$ cat src/rtl/quad_encoder_emulator_if.sv
`default_nettype none
// ============================================================================
// Module   : quad_encoder_emulator_if
// Brief    : Command / encoder-output bundle for the quadrature encoder
//            emulator. The master side issues velocity and position loads;
//            the slave side (the emulator) returns A/B/Z and position.
// Revision : 1.0 - initial release
// ============================================================================
interface quad_encoder_emulator_if #(
  parameter int VEL_W = 16,
  parameter int POS_W = 32
);
  // Command side
  logic                    enable;
  logic signed [VEL_W-1:0] velocity;
  logic                    load_pos;
  logic signed [POS_W-1:0] pos_in;

  // Encoder side
  logic                    ENC_A;
  logic                    ENC_B;
  logic                    ENC_Z;
  logic signed [POS_W-1:0] position;
  logic                    step_pulse;
  logic                    dir;

  modport master (
    output enable, velocity, load_pos, pos_in,
    input  ENC_A, ENC_B, ENC_Z, position, step_pulse, dir
  );

  modport slave (
    input  enable, velocity, load_pos, pos_in,
    output ENC_A, ENC_B, ENC_Z, position, step_pulse, dir
  );
endinterface
`default_nettype wire

$ cat src/rtl/quad_encoder_emulator.sv
`default_nettype none
// ============================================================================
// Module   : quad_encoder_emulator
// Brief    : Produces quadrature A/B and index Z from a signed velocity
//            command. A phase accumulator overflow marks each step; the A/B
//            pair walks a Gray sequence so only one line toggles per step.
// Revision : 1.0 - initial release
// ============================================================================
module quad_encoder_emulator #(
  parameter int PHASE_ACC_W = 16,
  parameter int VEL_W       = 16,
  parameter int POS_W       = 32,
  parameter int CPR         = 1320
) (
  input  wire logic            clk,
  input  wire logic            CPU_RESET,
  quad_encoder_emulator_if.slave bus
);

  // Revolution index needs to hold 0..CPR-1
  localparam int IDX_W = (CPR > 2) ? $clog2(CPR) : 1;
  localparam logic [IDX_W-1:0] c_idx_max = IDX_W'(CPR - 1);
  localparam logic [POS_W-1:0] c_pos_one = POS_W'(1);

  // A/B pair encoded directly as {A,B} so the outputs come straight off flops
  typedef enum logic [1:0] {
    AB_00 = 2'b00,
    AB_10 = 2'b10,
    AB_11 = 2'b11,
    AB_01 = 2'b01
  } ab_state_t;

  ab_state_t                r_ab;
  ab_state_t                w_ab_nxt;
  logic [PHASE_ACC_W-1:0]   r_acc;
  logic [PHASE_ACC_W-1:0]   w_acc_nxt;
  logic signed [POS_W-1:0]  r_pos;
  logic signed [POS_W-1:0]  w_pos_nxt;
  logic [IDX_W-1:0]         r_rev_idx;
  logic [IDX_W-1:0]         w_rev_idx_nxt;
  logic                     r_enc_z;
  logic                     r_step_pulse;
  logic                     r_dir;
  logic                     w_dir_nxt;

  logic [VEL_W:0]           w_vel_ext;
  logic [VEL_W:0]           w_mag;
  logic [PHASE_ACC_W:0]     w_mag_ext;
  logic [PHASE_ACC_W:0]     w_sum;
  logic                     w_carry;
  logic                     w_step;
  logic                     w_fwd;

  // Magnitude one bit wider than velocity so the most negative value is exact
  always_comb begin
    w_vel_ext = {bus.velocity[VEL_W-1], bus.velocity};
    if (w_vel_ext[VEL_W]) begin
      w_mag = ~w_vel_ext + (VEL_W+1)'(1);
    end else begin
      w_mag = w_vel_ext;
    end
    w_mag_ext            = '0;
    w_mag_ext[VEL_W:0]   = w_mag;
    w_sum                = {1'b0, r_acc} + w_mag_ext;
    w_carry              = w_sum[PHASE_ACC_W];
    // A carry implies nonzero velocity, so the sign bit alone picks direction
    w_fwd                = ~bus.velocity[VEL_W-1];
    // A position load suppresses any step due on the same edge
    w_step               = bus.enable & ~bus.load_pos & w_carry;
  end

  // Next A/B state: walk the Gray cycle one position per step
  always_comb begin
    w_ab_nxt = r_ab;
    if (w_step) begin
      if (w_fwd) begin
        case (r_ab)
          AB_00:   w_ab_nxt = AB_10;
          AB_10:   w_ab_nxt = AB_11;
          AB_11:   w_ab_nxt = AB_01;
          AB_01:   w_ab_nxt = AB_00;
          default: w_ab_nxt = AB_00;
        endcase
      end else begin
        case (r_ab)
          AB_00:   w_ab_nxt = AB_01;
          AB_01:   w_ab_nxt = AB_11;
          AB_11:   w_ab_nxt = AB_10;
          AB_10:   w_ab_nxt = AB_00;
          default: w_ab_nxt = AB_00;
        endcase
      end
    end
  end

  // Next accumulator, position, revolution index and direction
  always_comb begin
    w_acc_nxt     = r_acc;
    w_pos_nxt     = r_pos;
    w_rev_idx_nxt = r_rev_idx;
    w_dir_nxt     = r_dir;
    if (bus.load_pos) begin
      w_acc_nxt     = '0;
      w_pos_nxt     = bus.pos_in;
      w_rev_idx_nxt = '0;
    end else if (bus.enable) begin
      w_acc_nxt = w_sum[PHASE_ACC_W-1:0];
      if (w_step) begin
        w_dir_nxt = w_fwd;
        if (w_fwd) begin
          w_pos_nxt     = r_pos + c_pos_one;
          w_rev_idx_nxt = (r_rev_idx == c_idx_max) ? '0 : r_rev_idx + 1'b1;
        end else begin
          w_pos_nxt     = r_pos - c_pos_one;
          w_rev_idx_nxt = (r_rev_idx == '0) ? c_idx_max : r_rev_idx - 1'b1;
        end
      end
    end
  end

  // A/B state register
  always_ff @(posedge clk or posedge CPU_RESET) begin
    if (CPU_RESET) begin
      r_ab <= AB_00;
    end else begin
      r_ab <= w_ab_nxt;
    end
  end

  // Phase, position, index and status registers
  always_ff @(posedge clk or posedge CPU_RESET) begin
    if (CPU_RESET) begin
      r_acc        <= '0;
      r_pos        <= '0;
      r_rev_idx    <= '0;
      r_enc_z      <= 1'b1;
      r_step_pulse <= 1'b0;
      r_dir        <= 1'b0;
    end else begin
      r_acc        <= w_acc_nxt;
      r_pos        <= w_pos_nxt;
      r_rev_idx    <= w_rev_idx_nxt;
      r_enc_z      <= (w_rev_idx_nxt == '0);
      r_step_pulse <= w_step;
      r_dir        <= w_dir_nxt;
    end
  end

  assign bus.ENC_A      = r_ab[1];
  assign bus.ENC_B      = r_ab[0];
  assign bus.ENC_Z      = r_enc_z;
  assign bus.position   = r_pos;
  assign bus.step_pulse = r_step_pulse;
  assign bus.dir        = r_dir;

endmodule
`default_nettype wire

$ cat src/flat_wrapper.sv
// flat-port wrapper written by rule: the top's interface ports become plain ports
module quad_encoder_emulator_flat 
#(
  parameter int PHASE_ACC_W = 16,
  parameter int VEL_W       = 16,
  parameter int POS_W       = 32,
  parameter int CPR         = 1320
)
  (clk, CPU_RESET, bus_enable, bus_velocity, bus_load_pos, bus_pos_in, bus_ENC_A, bus_ENC_B, bus_ENC_Z, bus_position, bus_step_pulse, bus_dir);
  quad_encoder_emulator_if #(.VEL_W(VEL_W), .POS_W(POS_W)) bus_i ();
  input  wire logic clk;
  input  wire logic CPU_RESET;
  input wire logic [$bits(bus_i.enable)-1:0] bus_enable;
  input wire logic [$bits(bus_i.velocity)-1:0] bus_velocity;
  input wire logic [$bits(bus_i.load_pos)-1:0] bus_load_pos;
  input wire logic [$bits(bus_i.pos_in)-1:0] bus_pos_in;
  output wire logic [$bits(bus_i.ENC_A)-1:0] bus_ENC_A;
  output wire logic [$bits(bus_i.ENC_B)-1:0] bus_ENC_B;
  output wire logic [$bits(bus_i.ENC_Z)-1:0] bus_ENC_Z;
  output wire logic [$bits(bus_i.position)-1:0] bus_position;
  output wire logic [$bits(bus_i.step_pulse)-1:0] bus_step_pulse;
  output wire logic [$bits(bus_i.dir)-1:0] bus_dir;
  assign bus_i.enable = bus_enable;
  assign bus_i.velocity = bus_velocity;
  assign bus_i.load_pos = bus_load_pos;
  assign bus_i.pos_in = bus_pos_in;
  assign bus_ENC_A = bus_i.ENC_A;
  assign bus_ENC_B = bus_i.ENC_B;
  assign bus_ENC_Z = bus_i.ENC_Z;
  assign bus_position = bus_i.position;
  assign bus_step_pulse = bus_i.step_pulse;
  assign bus_dir = bus_i.dir;
  quad_encoder_emulator #(.PHASE_ACC_W(PHASE_ACC_W), .VEL_W(VEL_W), .POS_W(POS_W), .CPR(CPR)) u_core (.clk(clk), .CPU_RESET(CPU_RESET), .bus(bus_i));
endmodule
$ cat config.mk
export PLATFORM = sky130hd
export DESIGN_NAME = quad_encoder_emulator_flat
export DESIGN_NICKNAME = d
export VERILOG_FILES = /design/src/rtl/quad_encoder_emulator_if.sv /design/src/rtl/quad_encoder_emulator.sv /design/src/flat_wrapper.sv
export SDC_FILE = /design/constraint.sdc
export NUM_CORES = 1
export LEC_CHECK = 0
export BUFFER_PORTS_ARGS = -buffer_cell sky130_fd_sc_hd__buf_2
export CORE_UTILIZATION = 59
export CTS_CLUSTER_SIZE = 25
export DETAILED_ROUTE_END_ITERATION = 8
export PLACE_DENSITY = 0.92
export SLEW_MARGIN = 20
export SYNTH_ARGS = -nofsm -noshare
export SYNTH_HDL_FRONTEND = slang
export SYNTH_SLANG_ARGS = --single-unit
$ cat constraint.sdc
create_clock -name clk -period 4.1 [get_ports clk]
set_clock_uncertainty 0.15 [all_clocks]
set_input_delay 0.615 -clock clk [delete_from_list [all_inputs] [get_ports clk]]
set_output_delay 0.615 -clock clk [all_outputs]
set_load 0.02 [all_outputs]
**Word-level counts from Yosys, hierarchy flattened**

Index checks and enable logic that the tools add are counted.

- Output and inout bits: 37
- Bits of input ports: 52
- Logic and storage cells: 45
- Flip-flop bits (word level): 64

- Eq/ne operators: 4
- Add/subtract/negate cells: 6
- Bitwise operators: 5
- Multiplexer cells: 16
- Reductions and logical operators: 7

Operators with widths:

| operator | number |
|---|---|
| 32-bit two-way mux | 4 |
| 11-bit two-way mux | 6 |
| 32-bit by 1-bit adder with 32-bit output (second input constant) | 1 |
| 16-bit two-way mux | 2 |
| 32-bit by 1-bit subtractor with 32-bit output (second input constant) | 1 |
| 11-bit zero test | 2 |
| 16-bit by 17-bit adder with 17-bit output | 1 |
| 17-bit by 1-bit adder with 17-bit output (second input constant) | 1 |
| 17-bit two-way mux | 1 |
| 17-bit inverter | 1 |
| 2-bit one-hot mux with 4 select lines | 2 |
| 11-bit by 1-bit adder with 11-bit output (second input constant) | 1 |
| 11-bit == test (second input constant) | 1 |
| 11-bit by 1-bit subtractor with 11-bit output (second input constant) | 1 |
| 2-bit == test (second input constant) | 2 |
| 2-bit nonzero test | 2 |
| 3-bit AND reduction | 1 |
| 1-bit AND | 2 |
| 2-bit by 1-bit == test with 1-bit output (second input constant) | 1 |
| 2-bit zero test | 1 |
| 2-bit two-way mux | 1 |
| 1-bit inverter | 2 |
| 2-bit AND reduction | 1 |

**Longest topological paths before layout**

Gate-level depths: netlist of the first run.

- Depth in word-level cells: 9
- Mapped depth: 18
- Mapped depth without buffers: 15

**Worst setup path after synthesis of the first run**

Ideal clock, no wire load.

- Kind: input to register
- Start point: input port bus_velocity[15]
- End point: register u_core.r_pos[21] (netlist: u_core.bus.position[21])
- Path slack: 115 ps
- Required time: 3816 ps
- Arrival time: 3700 ps
- Stages: 17
- Setup time: 134 ps
- Path through: clkbuf_8 clkbuf_1 clkbuf_1 nand2_1 o21ai_0 inv_1 fa_1 nor2b_1 o21ai_1 a21boi_1 o21ai_1 a21oi_1 a221o_2 buf_2 buf_4 mux2i_1 o21ai_0

- Cells in the longest elaborated chain, start to end: 7

Ends and longest elaborated chain:

| what | line | RTL |
|---|---|---|
| start, declared | flat_wrapper.sv:14 | `input wire logic [$bits(bus_i.velocity)-1:0] bus_velocity;` |
| 17-bit inverter | quad_encoder_emulator.sv:58 | `w_mag = ~w_vel_ext + (VEL_W+1)'(1);` |
| 17-bit by 1-bit adder with 17-bit output | quad_encoder_emulator.sv:58 |  |
| 17-bit two-way mux | quad_encoder_emulator.sv:57 | `if (w_vel_ext[VEL_W]) begin` |
| 16-bit by 17-bit adder with 17-bit output | quad_encoder_emulator.sv:64 | `w_sum = {1'b0, r_acc} + w_mag_ext;` |
| 1-bit AND | quad_encoder_emulator.sv:69 | `w_step = bus.enable & ~bus.load_pos & w_carry;` |
| 2-bit nonzero test (no source line) | n/a |  |
| 2-bit AND reduction (no source line) | n/a |  |
| end signal, assigned | quad_encoder_emulator.sv:141 | `r_pos <= w_pos_nxt;` |
| end, declared | quad_encoder_emulator.sv:37 | `logic signed [POS_W-1:0] r_pos;` |

Parallel ways exist; a longest one is shown, timed or not. The select of a mux whose other input is x is not followed.
A chain may end at the register's enable or synchronous reset.

**Worst setup path after layout of the first run**

- Start point: input port bus_velocity[6]
- End point: register u_core.r_pos[31] (netlist: u_core.bus.position[31])

- Cells in the longest elaborated chain, start to end: 7

Ends and longest elaborated chain:

| what | line |
|---|---|
| 17-bit inverter | quad_encoder_emulator.sv:58 |
| 17-bit by 1-bit adder with 17-bit output | quad_encoder_emulator.sv:58 |
| 17-bit two-way mux * | quad_encoder_emulator.sv:57 |
| 16-bit by 17-bit adder with 17-bit output * | quad_encoder_emulator.sv:64 |
| 1-bit AND * | quad_encoder_emulator.sv:69 |
| 2-bit nonzero test (no source line) * | n/a |
| 2-bit AND reduction (no source line) * | n/a |

Mark *: on every way between the ends. The rest lies on a longest branch, timed or not.

==> metrics.cfg, run 1 <==
[worst_setup_path]
reg2reg_depth = 11
cp.depth = 16
cp-end-kind = flop
path_delay_family = simple AND/OR/NAND/NOR gates
cp_max_fo = 7
crit_buf_inv = 3
crit_arrival_ps = 3980
rrSetupSlack_ps = 780
regToRegEndpoint = u_core.bus.position[24]
required_ps = 4230
crit_path_top_delay_cell = or4_1
startpoint = bus_velocity[6]
r2r-start = u_core.bus.position[0]
crit_chain = buf_2 -> nor4_2 -> buf_4 -> nand3_1 -> nand2_1 -> xnor2_1 -> ha_1 -> buf_4 -> and3_1 -> o21a_1 -> o21ai_1 -> a21oi_4 -> a221o_2 -> and4_4 -> or4_1 -> nand3_1
crit_path_max_incr_delay_ps = 510
setup.worst_path.class = input port to flop
start_kind = input port
setup.worst_path.end = u_core.bus.position[31]

[logic_synthesis]
synth_top_area_cell = dfrtp_1
synth_top_area_share_pct = 25.7
synth_xor_xnor_area_share_pct = 6.57
synth_fa_ha_area_share_pct = 10.9
synth_compound_area_share_pct = 26.2
synth_warnings = 0
seq_area_frac_synth_pct = 26.1
synth_edf_count = 0
synth_nets = 857
ys_ff_latch = 64
async_reset_ff_share_pct = 100
syn_inst = 753
synth_cell_types = 81
synth.area.mux_share_pct = 3.61
synth_flop_cell = dfrtp_1
synth_area_leaders = dfrtp_1, ha_1, a21oi_1
syn_area_per_cell_um2 = 8.14
synth-simple-area-share_pct = 20.9
synth_top_family_by_area = compound AO/OA/AOI/OAI gates
synth.cell_area_um2 = 6130

[timing]
drv_slew = 0
slew-limit-headroom_pct = 43.8
rsz0062_at_grt = false
hold-worst-slack_ps = 184
timing.fmax_mhz = 260
tightest_slew_ps = 843
period_share_pct = 94.0
final_hold_viol_count = 0
finalSetupViolations = 0
post-route-min-period_ps = 3850

[cts]
cts_buffers = 9
cts_tree = yes
clkSinkCount = 64
clockBufferDepth = 2
path_clk_slew_ps = 80
cts-root-buf = clkbuf_8
clk_latency_ps = 360
htree_levels = 3

[placed_design]
port_buffers = 88
dpl.hpwl_um = 11200
place.gp.congestion = 0.913

[floorplan]
io-pin-count = 89
core_um2 = 9910
die_x_um = 104
start_util_pct = 61.9
die_area_um2 = 10800
core.rowCount = 36
die_y_um = 104

[grt]
grt_pass1_wl_um = 26100
grt_use_met3_pct = 3.13
overflow = 0
met2_usage_pct = 48.8
antenna_found_initial = 0
grt.total_usage_pct = 28.9
grt_start_max_net_pins = 86
grt.busiest_layer = met2
use_met1_pct = 38.0
grt_pass1_vias = 5665

[pwr]
p_per_area_nw_per_um2 = 323
ir_drop_mv = 0.215
p_leak_nw = 3.24

[run_status]
status = finished, final reports clean

[cells_and_area]
final_nets = 945
antenna_cells = 0
drive_above_1_share_pct = 18.3
final_util_pct = 69.8
area_growth_pct = 12.9

[routing]
drcViolationCount = 0
vias = 6057
viasPerCell = 6.19
drt_iter0_drc = 569
ant_nets = 0
routed_wl_um = 15700
wl_per_cell_um = 16.0
dr.pass1.iters = 7

[hold_path]
min_path_type = input port to async pin

[run]
drv_cap = 0

how the worst min path moves through the flow:
stage | slack [ps] | cells after the start | from | to
after floorplan | 310 | 2 | u_core.r_acc[15] | u_core.r_acc[15]
after global placement | 310 | 2 | u_core.bus.dir | u_core.bus.dir
after detailed placement | 340 | 2 | u_core.bus.dir | u_core.bus.dir
after CTS | 210 | 2 | CPU_RESET | u_core.bus.position[9]
after global routing | 240 | 2 | CPU_RESET | u_core.bus.position[10]
final | 180 | 2 | CPU_RESET | u_core.bus.position[10]
cell families (layout without fill, tap and decap cells):
group | Yosys count | after routing
XOR/XNOR | 46 | 46
multiplexers | 22 | 22
adder cells (fa/ha/maj) | 52 | 52
AND/OR/NAND/NOR | 256 | 256
AO/OA/AOI/OAI | 243 | 244
flip-flops | 64 | 64
buffers and inverters | 70 | 162
flip-flops by register name, indices dropped and copies added, names as in the netlist:
register	count
u_core.bus.position	32
u_core.r_rev_idx	11
u_core.r_ab	2
u_core.bus.ENC_Z	1
u_core.r_acc	16
u_core.bus.dir	1
u_core.bus.step_pulse	1
report_power, final:
group          internal, mW  switching [mW]  total (mW)
combinational         0.424           0.572       0.996
sequential            0.698          0.0539       0.752
clock                 0.237           0.252       0.489
total                  1.36           0.878        2.24
worst reg2reg max path, delay by kind of cell, from the launching register on:
family | cells | cell delay (ps)
AO/OA/AOI/OAI | 5 | 1470
adder cells (fa/ha/maj) | 1 | 440
flip-flops | 1 | 460
buffers and inverters | 1 | 90
AND/OR/NAND/NOR | 4 | 650
metal layers:
layer | part of all wire, % | wire length [um]
met5 | 0 | 0
met4 | 2.6 | 411
met3 | 5.8 | 911
met2 | 48 | 7580
met1 | 43 | 6770
synth_stat cells (all sizes together), types with 3 or more instances:
library cell / number
o31ai: 10
nor3: 21
a21boi: 4
nor4: 7
a31oi: 8
a221oi: 3
nand4: 5
o21a: 11
o21ai: 69
a2111oi: 3
a41oi: 4
dfrtp: 63
a211oi: 8
nand3: 26
o221ai: 3
a21o: 22
or4: 4
nand4b: 3
nand2: 63
nand2b: 5
or2: 3
or3: 9
clkbuf: 23
buf: 11
xnor2: 33
nor2b: 9
and2: 5
ha: 50
o22ai: 3
a21oi: 67
nand3b: 3
nor2: 68
and3: 15
xor2: 13
mux2i: 21
o2111ai: 5
inv: 33
o211ai: 7
what timing repair did:
item,in CTS,in global routing
hold buffers,0,0
gates resized for setup,0,5
setup endpoints to repair,0,30
setup buffers,0,2
cells in the final DEF, fill, tap and decap left out, types with 11 or more instances in the layout:
| cell | n |
|---|---|
| and3_1 | 15 |
| a21oi_1 | 65 |
| xnor2_1 | 33 |
| nor3_1 | 19 |
| a21o_1 | 22 |
| mux2i_1 | 21 |
| o21ai_0 | 64 |
| ha_1 | 50 |
| inv_1 | 32 |
| dfrtp_1 | 63 |
| buf_2 | 88 |
| buf_4 | 23 |
| xor2_1 | 13 |
| nand2_1 | 63 |
| o21a_1 | 11 |
| nand3_1 | 26 |
| nor2_1 | 67 |
metrics by stage:
stage          instance area [um^2]  cells  setup TNS [ps]  worst slack (ps)  total power, mW
4_1_cts                        6870    976               0              40.6             2.21
2_1_floorplan                  6130    753               0               115             1.47
5_1_grt                        6920    979               0              56.7             2.38
3_3_place_gp                   6710    960            -103             -43.4             1.68
3_5_place_dp                   6710    960           -4300              -273             1.72
6_report                       6920    979               0               248             2.24
area by class of cell:
| cell class | instances | area [um^2] |
|---|---|---|
| Inverter | 33 | 124 |
| Fill cell | 824 | 2990 |
| Tap cell | 133 | 166 |
| Timing Repair Buffer | 113 | 653 |
| Clock buffer | 15 | 156 |
| Multi-Input combinational cell | 620 | 4210 |
| Clock inverter | 1 | 5.00 |
| Sequential cell | 64 | 1600 |
Note: power is estimated with default switching activity, not from simulation.
==> run 2, diff against run 1 <==
--- a/config.mk
+++ b/config.mk
@@ -5,6 +5,7 @@
 export SDC_FILE = /design/constraint.sdc
 export NUM_CORES = 1
 export LEC_CHECK = 0
+export ABC_AREA = 1
 export BUFFER_PORTS_ARGS = -buffer_cell sky130_fd_sc_hd__buf_2
 export CORE_UTILIZATION = 59
 export CTS_CLUSTER_SIZE = 25
==> metrics.cfg, run 2 <==
[pwr]
swShare_pct = 42.6  ; +3.4 points
p_leak_nw = 3.94  ; +21%
clock_power_share_pct = 22.3  ; +0.4 points
pwr-share-comb_pct = 45.0  ; +0.5 points
total_power_mw = 2.36  ; +5.3%
p_per_area_nw_per_um2 = 332  ; +2.6%
ir_drop_mv = 0.189  ; -12%
power_frac_seq_pct = 32.7  ; -0.9 points
p_int_mw = 1.35  ; -0.51%
switchingPower_mw = 1.00  ; +14%

[timing]
final_hold_viol_count = 0  ; unchanged
timing.fmax_mhz = 266  ; +2.4%
post-route-min-period_ps = 3760  ; -90.4 ps
final.setup.tns_ps = 0  ; unchanged
tightest_slew_ps = 1100  ; +253 ps
rsz0062_at_grt = false
drv_slew = 0  ; unchanged
finalSetupViolations = 0  ; unchanged
slew-limit-headroom_pct = 26.9  ; -17 points
period_share_pct = 91.7  ; -2.2 points

[cells_and_area]
antenna_cells = 0  ; unchanged
design_area_um2 = 7100  ; +2.6%
final_nets = 1192  ; +26%
layout_commonest_cell = nand2_1
multi_input_area_um2 = 4240  ; +0.62%
drive_above_1_share_pct = 12.7  ; -5.6 points
final_cell_mix = nand2_1, nor2_1, inv_1
fill_cells = 950  ; +15%
largest_reg_flops = 32  ; unchanged
area_growth_pct = 11.8
register_area_um2 = 1600  ; unchanged

[routing]
dr.pass1.iters = 5  ; -2
drcViolationCount = 0  ; unchanged
drt_iter0_drc = 593  ; +4.2%
ant_nets = 0  ; unchanged
routed_wl_um = 17300  ; +11%
viasPerCell = 5.69  ; -8.1%
vias = 6977  ; +15%
wl_per_cell_um = 14.1  ; -12%

[worst_setup_path]
required_ps = 4190  ; -40 ps
start_kind = input port
crit_top_cell = nand2_1
cp_max_fo = 15  ; +8
crit_arrival_ps = 3850  ; -130 ps
crit_path_top_delay_cell = nor2_4
rrSetupSlack_ps = 1430  ; +650 ps
cp-end-kind = flop
crit_chain = buf_2 -> inv_1 -> ha_1 -> nand2_1 -> nor3_1 -> nor3b_1 -> nand2_1 -> nor2_1 -> a21oi_1 -> xor2_1 -> ha_1 -> nand2_1 -> inv_1 -> nand2_1 -> nand2_1 -> nor2_1 -> a21oi_4 -> nor2_4 -> buf_4 -> nor2_1 -> nand2_1 -> nand2_1
crit_path_max_incr_delay_ps = 380  ; -130 ps
setup.worst_path.class = input port to flop

[floorplan]
die_y_um = 106  ; +1.8%
die_x_um = 106  ; +1.8%
die_area_um2 = 11200  ; +3.6%
io-pin-count = 89  ; unchanged
core.rowCount = 37  ; +2.8%
start_util_pct = 61.3  ; -0.60 points
core_um2 = 10400  ; +4.6%

[cts]
clk_latency_ps = 350  ; about the same
clockBufferDepth = 2  ; unchanged
cts_setup_buffers = 0  ; unchanged
path_clk_slew_ps = 80  ; about the same
htree_levels = 3  ; unchanged
cts_buffers = 9  ; unchanged
cts-root-buf = clkbuf_8
cts_resized = 0  ; unchanged
cts_hold_buf = 0  ; unchanged
clkSinkCount = 64  ; unchanged
cts_tree = yes

[logic_synthesis]
synth_edf_count = 0  ; unchanged
synth_nets = 1106  ; +29%
synth_warnings = 0  ; unchanged
ys_ff_latch = 64  ; unchanged
synth_cell_types = 47  ; -42%
synth.top_cells.by_count = nand2_1, nor2_1, inv_1
async_reset_ff_share_pct = 100  ; unchanged
synth.cell_area_um2 = 6350  ; +3.6%
syn_inst = 1002  ; +33%
synth_most_common_cell = nand2_1
syn_area_per_cell_um2 = 6.34  ; -22%
synth_flop_cell = dfrtp_1
synth_area_leaders = dfrtp_1, nand2_1, ha_1
synth_top_area_share_pct = 24.8  ; -0.90 points
seq_area_frac_synth_pct = 25.2  ; -0.92 points
synth_top_area_cell = dfrtp_1

[placed_design]
place.gp.congestion = 1.01  ; +11%
dpl_cell_area_um2 = 6920  ; +3.2%
port_buffers = 88  ; unchanged
dpl.hpwl_um = 13300  ; +19%

[grt]
overflow = 0  ; unchanged
grt_pass1_vias = 6292  ; +11%
grt_pass1_wl_um = 29000  ; +11%
antenna_found_initial = 0  ; unchanged
grt.total_usage_pct = 32.2  ; +3.4 points
grt_start_max_net_pins = 46  ; -47%

[run]
drv_cap = 0  ; unchanged

[hold_path]
min_path_type = input port to async pin

[run_status]
status = finished, final reports clean

-- run 2: cell count changes in the layout (fill, tap and decap cells not counted), sizes merged, moves of 17 or more --
cell   before  now
nand3      26   81
mux2i      21    0
inv        33   96
xnor2      33   12
o21ai      69   52
nand2      63  347
a21o       22    3
nor2       68  122
-- run 2: final cells by class --
cell class	instances	share of cell area (%)
Timing Repair Buffer	98	7.61
Sequential cell	64	22.6
Multi-Input combinational cell	816	59.7
Clock inverter	4	0.669
Clock buffer	10	1.80
Inverter	99	5.25
Tap cell	136	2.40
-- run 2: through the flow --
stage | cells | hold WS (ps) | setup slack, ps | utilization [%]
6_report | 1227 | 235 | 338 | 68.5
5_1_grt | 1227 | 297 | 52.8 | 68.5
4_1_cts | 1227 | 325 | 432 | 68.4
3_5_place_dp | 1213 | 326 | 94.8 | 66.8
3_3_place_gp | 1213 | 319 | 235 | 66.8
2_1_floorplan | 1002 | 305 | 717 | -
-- run 2: logic make-up after synthesis --
family,count (synthesis),share of synthesized area [%]
AND/OR/NAND/NOR,578,37.8
flip-flops,64,25.2
adder cells (fa/ha/maj),52,10.5
buffers and inverters,122,8.07
XOR/XNOR,29,4.00
AO/OA/AOI/OAI,157,14.4
-- run 2: worst paths after layout --
check,startpoint,to,depth (start not counted)
setup reg to reg,u_core.r_acc[0],u_core.bus.ENC_Z,17
setup / recovery,bus_velocity[1],u_core.bus.position[31],22
hold / removal,CPU_RESET,u_core.bus.dir,2
max in group asynchronous,CPU_RESET,u_core.bus.position[10],3
min in group clk,bus_pos_in[14],u_core.bus.position[14],3
hold reg to reg,u_core.bus.dir,u_core.bus.dir,2
-- run 2: worst max-delay path: cells and delay by family --
family | cells | cell delay (ps)
buf+inv | 4 | 430
xor+xnor | 1 | 160
simple gates | 13 | 1880
fa+ha+maj | 2 | 540
compound gates | 2 | 210
-- run 2: metal layers --
layer	share of wire (%)	global-route usage, %
met5	0	0
met4	3.1	12.4
met1	45	44.7
met2	44	51.0
met3	8.4	4.21
-- run 2: power groups by stage --
stage	sequential [mW]	clock, mW	combinational, mW
finish	0.771	0.526	1.06
global route	0.780	0.567	1.18
CTS	0.769	0.530	1.04
detailed placement	0.779	0	1.03
global placement	0.779	0	1.01
floorplan	0.826	0	0.711
==> run 3, diff against run 2 <==
--- a/config.mk
+++ b/config.mk
@@ -8,8 +8,10 @@
 export ABC_AREA = 1
 export BUFFER_PORTS_ARGS = -buffer_cell sky130_fd_sc_hd__buf_2
 export CORE_UTILIZATION = 59
+export CTS_CLUSTER_DIAMETER = 200
 export CTS_CLUSTER_SIZE = 25
 export DETAILED_ROUTE_END_ITERATION = 8
+export GPL_ROUTABILITY_DRIVEN = 0
 export PLACE_DENSITY = 0.92
 export SLEW_MARGIN = 20
 export SYNTH_ARGS = -nofsm -noshare
==> constraint.sdc (replaced) <==
create_clock -name clk -period 4.24 [get_ports clk]
set_clock_uncertainty 0.15 [all_clocks]
set_input_delay 0.636 -clock clk [delete_from_list [all_inputs] [get_ports clk]]
set_output_delay 0.636 -clock clk [all_outputs]
set_load 0.02 [all_outputs]
==> metrics.cfg, run 3 (synthesis results as in run 2) <==
[run_status]
status = finished, final reports clean

[hold_path]
min_path_type = input port to async pin

[floorplan]
core_um2 = 10400  ; unchanged
io-pin-count = 89  ; unchanged
die_area_um2 = 11200  ; unchanged
die_x_um = 106  ; unchanged
start_util_pct = 61.3  ; unchanged
die_y_um = 106  ; unchanged
core.rowCount = 37  ; unchanged

[timing]
tightest_slew_ps = 1050  ; -44.7 ps
final_hold_viol_count = 0  ; unchanged
slew-limit-headroom_pct = 29.9  ; +3.0 points
rsz0062_at_grt = false
layout_setup_ws_ps = 573  ; +235 ps
timing.fmax_mhz = 273
drv_slew = 0  ; unchanged
post-route-min-period_ps = 3670
finalSetupViolations = 0  ; unchanged
final.setup.tns_ps = 0  ; unchanged
period_share_pct = 86.5

[worst_setup_path]
start_kind = input port
setup.worst_path.class = input port to flop
crit_arrival_ps = 3800  ; -50 ps
crit_path_max_incr_delay_ps = 410  ; +30 ps
cp-end-kind = flop
required_ps = 4370  ; +180 ps
cp_max_fo = 45  ; +30
crit_chain = buf_2 -> inv_1 -> ha_1 -> nand2_1 -> nor3_1 -> nor3b_1 -> nand2_1 -> nor2_1 -> a21oi_1 -> xor2_1 -> ha_1 -> nand2_1 -> nor2_1 -> o21ai_1 -> a21oi_4 -> nor2_4 -> buf_12 -> nand2_1 -> nand2_1 -> nor2_1 -> nand2_1 -> nor2_1
crit_path_top_delay_cell = ha_1
crit_top_cell = nand2_1

[routing]
drt_iter0_drc = 638  ; +7.6%
wl_per_cell_um = 13.9  ; -1.4%
dr.pass1.iters = 8  ; +3
ant_nets = 0  ; unchanged
drcViolationCount = 0  ; unchanged
viasPerCell = 5.70  ; +0.29%
vias = 6980  ; +0.043%
routed_wl_um = 17100  ; -1.6%

[placed_design]
dpl.hpwl_um = 12900  ; -3.1%
port_buffers = 88  ; unchanged
place_ws_ps = 304  ; +209 ps

[cells_and_area]
final_util_pct = 67.9  ; -0.56 points
area_growth_pct = 10.9
final_cell_mix = nand2_1, nor2_1, inv_1
largest_reg_flops = 32  ; unchanged
layout_commonest_cell = nand2_1
final_nets = 1189  ; -0.25%
register_area_um2 = 1600  ; unchanged
fill_cells = 910  ; -4.2%
drive_above_1_share_pct = 12.3  ; -0.42 points
multi_input_area_um2 = 4240  ; unchanged
antenna_cells = 0  ; unchanged

[run]
drv_cap = 0  ; unchanged

[cts]
clk_latency_ps = 360  ; about the same
clkSinkCount = 64  ; unchanged
cts_tree = yes
cts-root-buf = clkbuf_8
cts_resized = 0  ; unchanged
path_clk_slew_ps = 70  ; about the same
htree_levels = 3  ; unchanged
cts_hold_buf = 0  ; unchanged
cts_setup_buffers = 0  ; unchanged
clockBufferDepth = 2  ; unchanged
cts_buffers = 9  ; unchanged

[pwr]
ir_drop_mv = 0.235  ; +25%
p_leak_nw = 3.91  ; -0.69%
p_per_area_nw_per_um2 = 317  ; -4.5%
total_power_mw = 2.23  ; -5.3%

[grt]
antenna_found_initial = 0  ; unchanged
grt.total_usage_pct = 32.3  ; +0.075 points
grt_pass1_wl_um = 29400  ; +1.2%
grt_pass1_vias = 6443  ; +2.4%
grt_start_max_net_pins = 46  ; unchanged
overflow = 0  ; unchanged

[run 3: worst paths after layout]
check / end / cells past startpoint / slack, ps / from
max: u_core.bus.ENC_Z / 22 / 570 / bus_velocity[0]
min: u_core.bus.dir / 2 / 310 / CPU_RESET
max reg2reg: u_core.bus.ENC_Z / 17 / 1610 / u_core.r_acc[0]
min reg2reg: u_core.r_acc[11] / 2 / 350 / u_core.r_acc[11]
max in group asynchronous: u_core.bus.position[13] / 3 / 2780 / CPU_RESET
min in group clk: u_core.r_acc[11] / 2 / 350 / u_core.r_acc[11]
[run 3: worst max-delay path: cells and delay by family]
family	cells	cell delay, ps
and+or+nand+nor	13	1560
adders and majority gates	2	580
AOI/OAI and AO/OA	3	480
buffers and inverters	3	350
xor gates and xnor gates	1	150
[run 3: through the flow]
stage | cells | instance area [um^2] | hold slack [ps]
global route | 1224 | 7040 | 371
CTS | 1224 | 7040 | 349
floorplan | 1002 | 6350 | 305
detailed placement | 1210 | 6890 | 333
finish | 1224 | 7040 | 315
global placement | 1210 | 6890 | 321
[run 3: power by group]
group          internal (mW)  leakage [nW]  total (mW)  switching, mW
combinational          0.359          3.01        1.02          0.660
sequential             0.683         0.820       0.746         0.0629
clock                  0.222        0.0794       0.467          0.245
[run 3: routing by layer]
layer / global-route usage [%] / up-vias / wire length (um) / part of all wire (%)
met5: 0 / - / 0 / 0
met4: 10.6 / 0 / 442 / 2.6
met3: 4.45 / 48 / 1500 / 8.8
met2: 51.8 / 350 / 7530 / 44
met1: 44.8 / 3151 / 7580 / 44
li1: - / 3431 / - / -
[run 3: area by class of cell]
cell class                      instances  share of cell area (%)
Clock buffer                           13                    2.11
Clock inverter                          1                  0.0710
Inverter                               99                    5.28
Multi-Input combinational cell        816                    60.2
Sequential cell                        64                    22.8
Tap cell                              136                    2.42
Timing Repair Buffer                   95                    7.18
